$ cat src/rtl/stuff_serializer_tx_if.sv
// stuff_serializer_tx_if: word handshake and serial line bundle for the bit-stuffing transmitter
interface stuff_serializer_tx_if #(
    parameter int DATA_W = 8
);
    logic [DATA_W-1:0] in_data;
    logic              in_valid;
    logic              in_ready;
    logic              s;
    logic              s_valid;
    logic              stuffed;
    logic              busy;

    modport master (
        output in_data, in_valid,
        input  in_ready, s, s_valid, stuffed, busy
    );

    modport slave (
        input  in_data, in_valid,
        output in_ready, s, s_valid, stuffed, busy
    );
endinterface

$ cat src/rtl/stuff_serializer_tx.sv
// stuff_serializer_tx: MSB-first serializer inserting a complement bit after every run of MAX_RUN equal bits
module stuff_serializer_tx #(
    parameter int DATA_W  = 8,
    parameter int MAX_RUN = 3
) (
    input logic                  clk,
    input logic                  reset,
    stuff_serializer_tx_if.slave bus
);
    localparam int RW = $clog2(MAX_RUN + 1);
    localparam int CW = $clog2(DATA_W + 1);

    typedef enum logic [1:0] {IDLE, SHIFT, STUFF} state_t;

    state_t            state_q, state_d;
    logic [DATA_W-1:0] sh_q, sh_d;
    logic [CW-1:0]     cnt_q, cnt_d;
    logic              last_q, last_d;
    logic [RW-1:0]     run_q, run_d;
    logic              s_q, s_d;
    logic              sv_q, sv_d;
    logic              stf_q, stf_d;
    logic              busy_q;

    logic              stuff_due;
    logic              ready;
    logic              accept;
    logic [DATA_W-1:0] src;
    logic              bit_n;
    logic [RW-1:0]     run_n;

    // state_q names what is on the line now; run_q/last_q already include the bit being shown
    assign stuff_due = (state_q == SHIFT) && (run_q == RW'(MAX_RUN));
    assign ready     = (state_q == IDLE) || (!stuff_due && cnt_q == '0);
    assign accept    = bus.in_valid && ready;
    assign src       = accept ? bus.in_data : sh_q;
    assign bit_n     = src[DATA_W-1];
    assign run_n     = (run_q != '0 && bit_n == last_q) ? run_q + 1'b1 : RW'(1);

    // next line bit: pending stuff first, then idle when the word ends unfed, else the next data bit
    always_comb begin
        state_d = state_q;
        sh_d    = sh_q;
        cnt_d   = cnt_q;
        last_d  = last_q;
        run_d   = run_q;
        s_d     = s_q;
        sv_d    = sv_q;
        stf_d   = 1'b0;
        if (stuff_due) begin
            state_d = STUFF;
            s_d     = ~last_q;
            last_d  = ~last_q;
            run_d   = RW'(1);
            sv_d    = 1'b1;
            stf_d   = 1'b1;
        end else if (ready && !accept) begin
            state_d = IDLE;
            sh_d    = '0;
            cnt_d   = '0;
            last_d  = 1'b0;
            run_d   = '0;
            s_d     = 1'b0;
            sv_d    = 1'b0;
        end else begin
            state_d = SHIFT;
            sh_d    = src << 1;
            cnt_d   = accept ? CW'(DATA_W - 1) : cnt_q - 1'b1;
            last_d  = bit_n;
            run_d   = run_n;
            s_d     = bit_n;
            sv_d    = 1'b1;
        end
    end

    // registered state and line outputs, dropped immediately on reset
    always_ff @(posedge clk or posedge reset) begin
        if (reset) begin
            state_q <= IDLE;
            sh_q    <= '0;
            cnt_q   <= '0;
            last_q  <= 1'b0;
            run_q   <= '0;
            s_q     <= 1'b0;
            sv_q    <= 1'b0;
            stf_q   <= 1'b0;
            busy_q  <= 1'b0;
        end else begin
            state_q <= state_d;
            sh_q    <= sh_d;
            cnt_q   <= cnt_d;
            last_q  <= last_d;
            run_q   <= run_d;
            s_q     <= s_d;
            sv_q    <= sv_d;
            stf_q   <= stf_d;
            busy_q  <= sv_d;
        end
    end

    assign bus.in_ready = ready;
    assign bus.s        = s_q;
    assign bus.s_valid  = sv_q;
    assign bus.stuffed  = stf_q;
    assign bus.busy     = busy_q;
endmodule

$ cat src/flat_wrapper.sv
// flat-port wrapper written by rule: the top's interface ports become plain ports
module stuff_serializer_tx_flat 
#(
    parameter int DATA_W  = 8,
    parameter int MAX_RUN = 3
)
  (clk, reset, bus_in_data, bus_in_valid, bus_in_ready, bus_s, bus_s_valid, bus_stuffed, bus_busy);
  stuff_serializer_tx_if #(.DATA_W(DATA_W)) bus_i ();
  input logic clk;
  input logic reset;
  input wire logic [$bits(bus_i.in_data)-1:0] bus_in_data;
  input wire logic [$bits(bus_i.in_valid)-1:0] bus_in_valid;
  output wire logic [$bits(bus_i.in_ready)-1:0] bus_in_ready;
  output wire logic [$bits(bus_i.s)-1:0] bus_s;
  output wire logic [$bits(bus_i.s_valid)-1:0] bus_s_valid;
  output wire logic [$bits(bus_i.stuffed)-1:0] bus_stuffed;
  output wire logic [$bits(bus_i.busy)-1:0] bus_busy;
  assign bus_i.in_data = bus_in_data;
  assign bus_i.in_valid = bus_in_valid;
  assign bus_in_ready = bus_i.in_ready;
  assign bus_s = bus_i.s;
  assign bus_s_valid = bus_i.s_valid;
  assign bus_stuffed = bus_i.stuffed;
  assign bus_busy = bus_i.busy;
  stuff_serializer_tx #(.DATA_W(DATA_W), .MAX_RUN(MAX_RUN)) u_core (.clk(clk), .reset(reset), .bus(bus_i));
endmodule
$ cat config.mk
export PLATFORM = sky130hd
export DESIGN_NAME = stuff_serializer_tx_flat
export DESIGN_NICKNAME = d
export VERILOG_FILES = /design/src/rtl/stuff_serializer_tx_if.sv /design/src/rtl/stuff_serializer_tx.sv /design/src/flat_wrapper.sv
export SDC_FILE = /design/constraint.sdc
export NUM_CORES = 1
export LEC_CHECK = 0
export ABC_AREA = 1
export CORE_MARGIN = 2
export CORE_UTILIZATION = 51
export CTS_CLUSTER_SIZE = 24
export DETAILED_ROUTE_END_ITERATION = 7
export PLACE_DENSITY = 0.79
export SYNTH_ARGS = -nofsm -noshare
export SYNTH_HDL_FRONTEND = slang
export SYNTH_SLANG_ARGS = --single-unit
$ cat constraint.sdc
create_clock -name clk -period 1.98 [get_ports clk]
set_input_delay 0.594 -clock clk [delete_from_list [all_inputs] [get_ports clk]]
set_output_delay 0.594 -clock clk [all_outputs]
set_load 0.01 [all_outputs]
Yosys cells after proc, flatten, opt, wreduce, memory -nomap -nowiden
Cells that the tools add are included.
{"block": "totals", "reg_bits": 19, "inputBits": 11, "output_inout_bits": 5, "word_cells": 38}
{"block": "classes", "add_sub_neg": 2, "n_eq_ne": 3, "muxes": 14, "n_bitwise": 1, "n_reduce_logical": 11}
{"cell": "2-to-1 mux 8 bit", "n": 2}
{"cell": "2-to-1 mux 2 bit", "n": 4}
{"cell": "2-to-1 mux 4 bit", "n": 2}
{"cell": "2-to-1 mux 1 bit", "n": 6}
{"cell": "logical AND 1 bit", "n": 5}
{"cell": "logical NOT 4 bit", "n": 1}
{"cell": "subtractor 4 x 1 -> 4 bit (second input constant)", "n": 1}
{"cell": "adder 2 x 1 -> 2 bit (second input constant)", "n": 1}
{"cell": "equality test 2 x 1 -> 1 bit (second input constant)", "n": 1}
{"cell": "equality test 2 bit (second input constant)", "n": 1}
{"cell": "logical NOT 1 bit", "n": 2}
{"cell": "logical NOT 2 bit", "n": 1}
{"cell": "nonzero test 2 bit", "n": 1}
{"cell": "equality test 1 bit", "n": 1}
{"cell": "logical OR 1 bit", "n": 1}
{"cell": "inverter 1 bit", "n": 1}

Logic depth before layout (Yosys ltp)
{"block": "logic_depth", "word_depth": 12, "depth_mapped": 11, "mapped_depth_nobuf": 10}

Worst setup path before layout
No wires, ideal clock.
{"block": "synth_path", "path_type": "reg-to-output", "start": "register u_core.cnt_q[0]", "end": "output port bus_in_ready", "arrival_time_ns": 0.955, "setup_slack_ns": 0.431, "stages_incl_launch_ff": 7, "cell_sequence": "dfrtp_1 > inv_1 > ha_1 > nand2_1 > nand2_4 > nand2_2 > inv_1"}
{"block": "synth_via", "elab_chain_cells": 3}
{"item": "from (decl)", "line": "stuff_serializer_tx.sv:17", "source": "logic [CW-1:0] cnt_q, cnt_d;"}
{"item": "from (signal assigned)", "line": "stuff_serializer_tx.sv:91", "source": "cnt_q <= cnt_d;"}
{"item": "logical NOT 4 bit", "line": "stuff_serializer_tx.sv:34", "source": "assign ready = (state_q == IDLE) || (!stuff_due && cnt_q == '0);"}
{"item": "logical AND 1 bit", "line": "stuff_serializer_tx.sv:34"}
{"item": "logical OR 1 bit", "line": "stuff_serializer_tx.sv:34"}
{"item": "to (decl)", "line": "flat_wrapper.sv:13", "source": "output wire logic [$bits(bus_i.in_ready)-1:0] bus_in_ready;"}
No other way between the ends.

Final worst setup path
Same ends and word-level chain as after synthesis.

==> impl_metrics.ini <==
[run_status]
status = completed

[clocking]
ctsHtreeMaxLevel = 1
ctsHoldBuffers = 0
clockRootBuffer = clkbuf_4
path_clk_slew_ps = 110
cts_buffers = 3
clkSinkCount = 17
clockBufferDepth = 2
cts_tree = yes
clock_latency_ps = 300

[synth]
synth-edff-count = 0
syn_area_um2 = 935.9
synth-seq-cells = 17
synthFlopType = dfrtp_1
syn_area_per_cell_um2 = 8.666
syn_nets = 123
synth_compound_area_frac = 0.1203
yosysTopAreaCell = dfrtp_1
synth_top_family_by_area = simple AND/OR/NAND/NOR gates
synth_area_leaders = dfrtp_1 45%, inv_1 7.2%, nand3_1 6.4%, ha_1 5.3%, o21ai_0 5.3%
synth.distinct_cells = 24
synthXorXnorAreaFrac = 0
seq_area_frac_synth = 0.4545
ys_warn_count = 0
synthAdderAreaFrac = 0.05348
yosys-top-cells-count = 18 x inv_1, 17 x dfrtp_1, 12 x nand2_1, 12 x nand3_1, 10 x o21ai_0
synth_simple_gate_area_share = 0.2473
synthArstFlopShare = 1.000
synthCells = 108
synth_most_common_cell = inv_1
synth_top_area_frac = 0.4545
synth.area.mux_share = 0

[die]
ios = 16
coreArea_um2 = 1727
die_area_um2 = 2194
die_height_um = 46.84
num_rows = 15
die_w_um = 46.84
start_util = 0.5420

[sta]
period_share = 0.9395
max_slew_margin = 0.8435
rsz0062_at_grt = false
max_clock_freq_mhz = 537.6
worst_pin_slew_ps = 234.8
final_hold_viol_count = 0
fin_crit_ps = 1860
slew_violations = 0
setup_tns_ps = 0
setup_violations = 0
skew_ps = 14.42

[global_route]
grt_usage = 0.1990
grt_pass1_wl_mm = 3.001
gr-total-overflow = 0
grt_pass1_vias = 736
antenna_found_initial = 0
grt_max_degree = 26

[flow_run]
cap_violations = 0

[hold_path]
hold_depth = 2
hold_class = reg -> reg

[setup_path]
crit_arrival_ps = 1270
worstPathRequired_ps = 1390
critPathLaunchType = register
r2r.worst_path.cells = 8
crit_fanout = 2
worstSetupPathType = reg -> out
critPathCaptureType = primary output

[final_layout]
fill_cells = 153
synthToLayoutAreaGrowth_pct = 23.80
antenna_cells = 0
drive_above_1_share = 0.2154
seqCellArea_um2 = 425.4
multi_input_comb_area_um2 = 396.6
finalNetCount = 146

[detailed_routing]
dr_total_vias = 784
via_per_inst = 5.058
drt_pass1_iterations = 4
drc = 0
drt_wl_total_mm = 1.803
post_drt_wl_per_cell_um = 11.63
drt-initial-drc-count = 14
ant_nets = 0

[power]
pwr-share-seq = 0.342
powerDensity_nw_per_um2 = 1409
p_clk_frac = 0.115
power_mw = 1.633
p_sw_mw = 0.6844
share_comb_of_total_power = 0.544
p_sw_frac = 0.4191
leakagePower_nw = 0.5586
ir_drop_mv = 0.9195
p_int_mw = 0.9487

[place]
routabilityCongestion = 0.8053
dp.final_hpwl_mm = 1.405
port_buffers = 15
[power groups by stage]
| stage | combinational (mW) | sequential [mW] | clock, mW |
|---|---|---|---|
| floorplan | 0.617 | 0.560 | 0 |
| global placement | 0.848 | 0.556 | 0 |
| detailed placement | 0.892 | 0.566 | 0 |
| CTS | 0.905 | 0.558 | 0.192 |
| global route | 1.01 | 0.574 | 0.203 |
| finish | 0.888 | 0.558 | 0.187 |
[cells in the final DEF (no fill, tap or decap), types with 2 or more instances in the layout]
cell / instances
inv_1: 18
dfrtp_1: 17
clkdlybuf4s50_1: 14
nand3_1: 12
nand2_1: 11
o21ai_0: 10
buf_4: 7
nor2_1: 6
nand2_2: 5
o21ai_1: 5
ha_1: 4
o21ai_2: 3
nand4_1: 3
clkbuf_4: 3
nor2_2: 2
[routing by layer]
metal	track usage	up-vias	part of all wire	wire, um
met5	0	-	0	0
met4	0.06667	0	0.013	23
met3	0.04615	4	0.029	53
met2	0.3534	12	0.51	921
met1	0.2360	373	0.45	804
li1	-	395	-	-
[cells by family (layout without fill, tap and decap cells)]
logic type               count (synthesis)  in the layout
adder cells (fa/ha/maj)                  4              4
flip-flops                              17             17
buffers and inverters                   24             46
AO/OA/AOI/OAI                           20             20
AND/OR/NAND/NOR                         43             43
[state kept, by name (all words and copies together) (netlist names)]
signal              count
u_core.last_q           1
u_core.run_q            2
u_core.sh_q             7
u_core.state_q          2
u_core.cnt_q            4
u_core.bus.s_valid      1
[metrics by stage]
step / instance area (um^2) / hold WS (ps) / worst slack [ps] / util / instances
3_5_place_dp: 1126 / 516.3 / 12.33 / 0.6522 / 150
5_1_grt: 1159 / 563.4 / 24.17 / 0.6710 / 155
6_report: 1159 / 541.0 / 119.8 / 0.6710 / 155
3_3_place_gp: 1126 / 506.7 / 72.67 / 0.6522 / 150
4_1_cts: 1164 / 541.0 / 2.123 / 0.6739 / 155
2_1_floorplan: 935.9 / 485.3 / 431.5 / - / 108
[final cells by class]
class,count,area share
clock buffer,3,0.01944
clock inverter,1,0.004320
inverter,20,0.06911
multi-input combinational,67,0.3423
sequential,17,0.3672
tap,25,0.02700
timing repair buffer,22,0.1706
[path summary, 6_finish.rpt]
path,slack [ps],start,to
setup / recovery,120,u_core.cnt_q[0]$_DFFE_PP0P_,bus_in_ready
hold / removal,540,u_core.sh_q[5]$_DFFE_PP0P_,u_core.sh_q[5]$_DFFE_PP0P_
setup reg to reg,370,u_core.run_q[0]$_DFF_PP0_,u_core.run_q[0]$_DFF_PP0_
hold reg to reg,540,u_core.sh_q[5]$_DFFE_PP0P_,u_core.sh_q[5]$_DFFE_PP0P_
max in group asynchronous,1170,reset,u_core.sh_q[7]$_DFFE_PP0P_
min in group asynchronous,600,reset,u_core.cnt_q[3]$_DFFE_PP0P_
[worst max-delay path, stage by stage (launching register included)]
cell and delay [ps]:
dfrtp_1 390, inv_1 80, ha_1 160, nand2_2 70
nand2_4 70, nand2_2 50, inv_1 40, clkbuf_2 120
[timing repair]
action | in CTS | in global routing
resized for setup | 3 | 1
setup endpoints to repair | 1 | 1
buffers inserted | 1 | 0
pin swaps | 1 | 0
(Power assumes the default switching activity.)
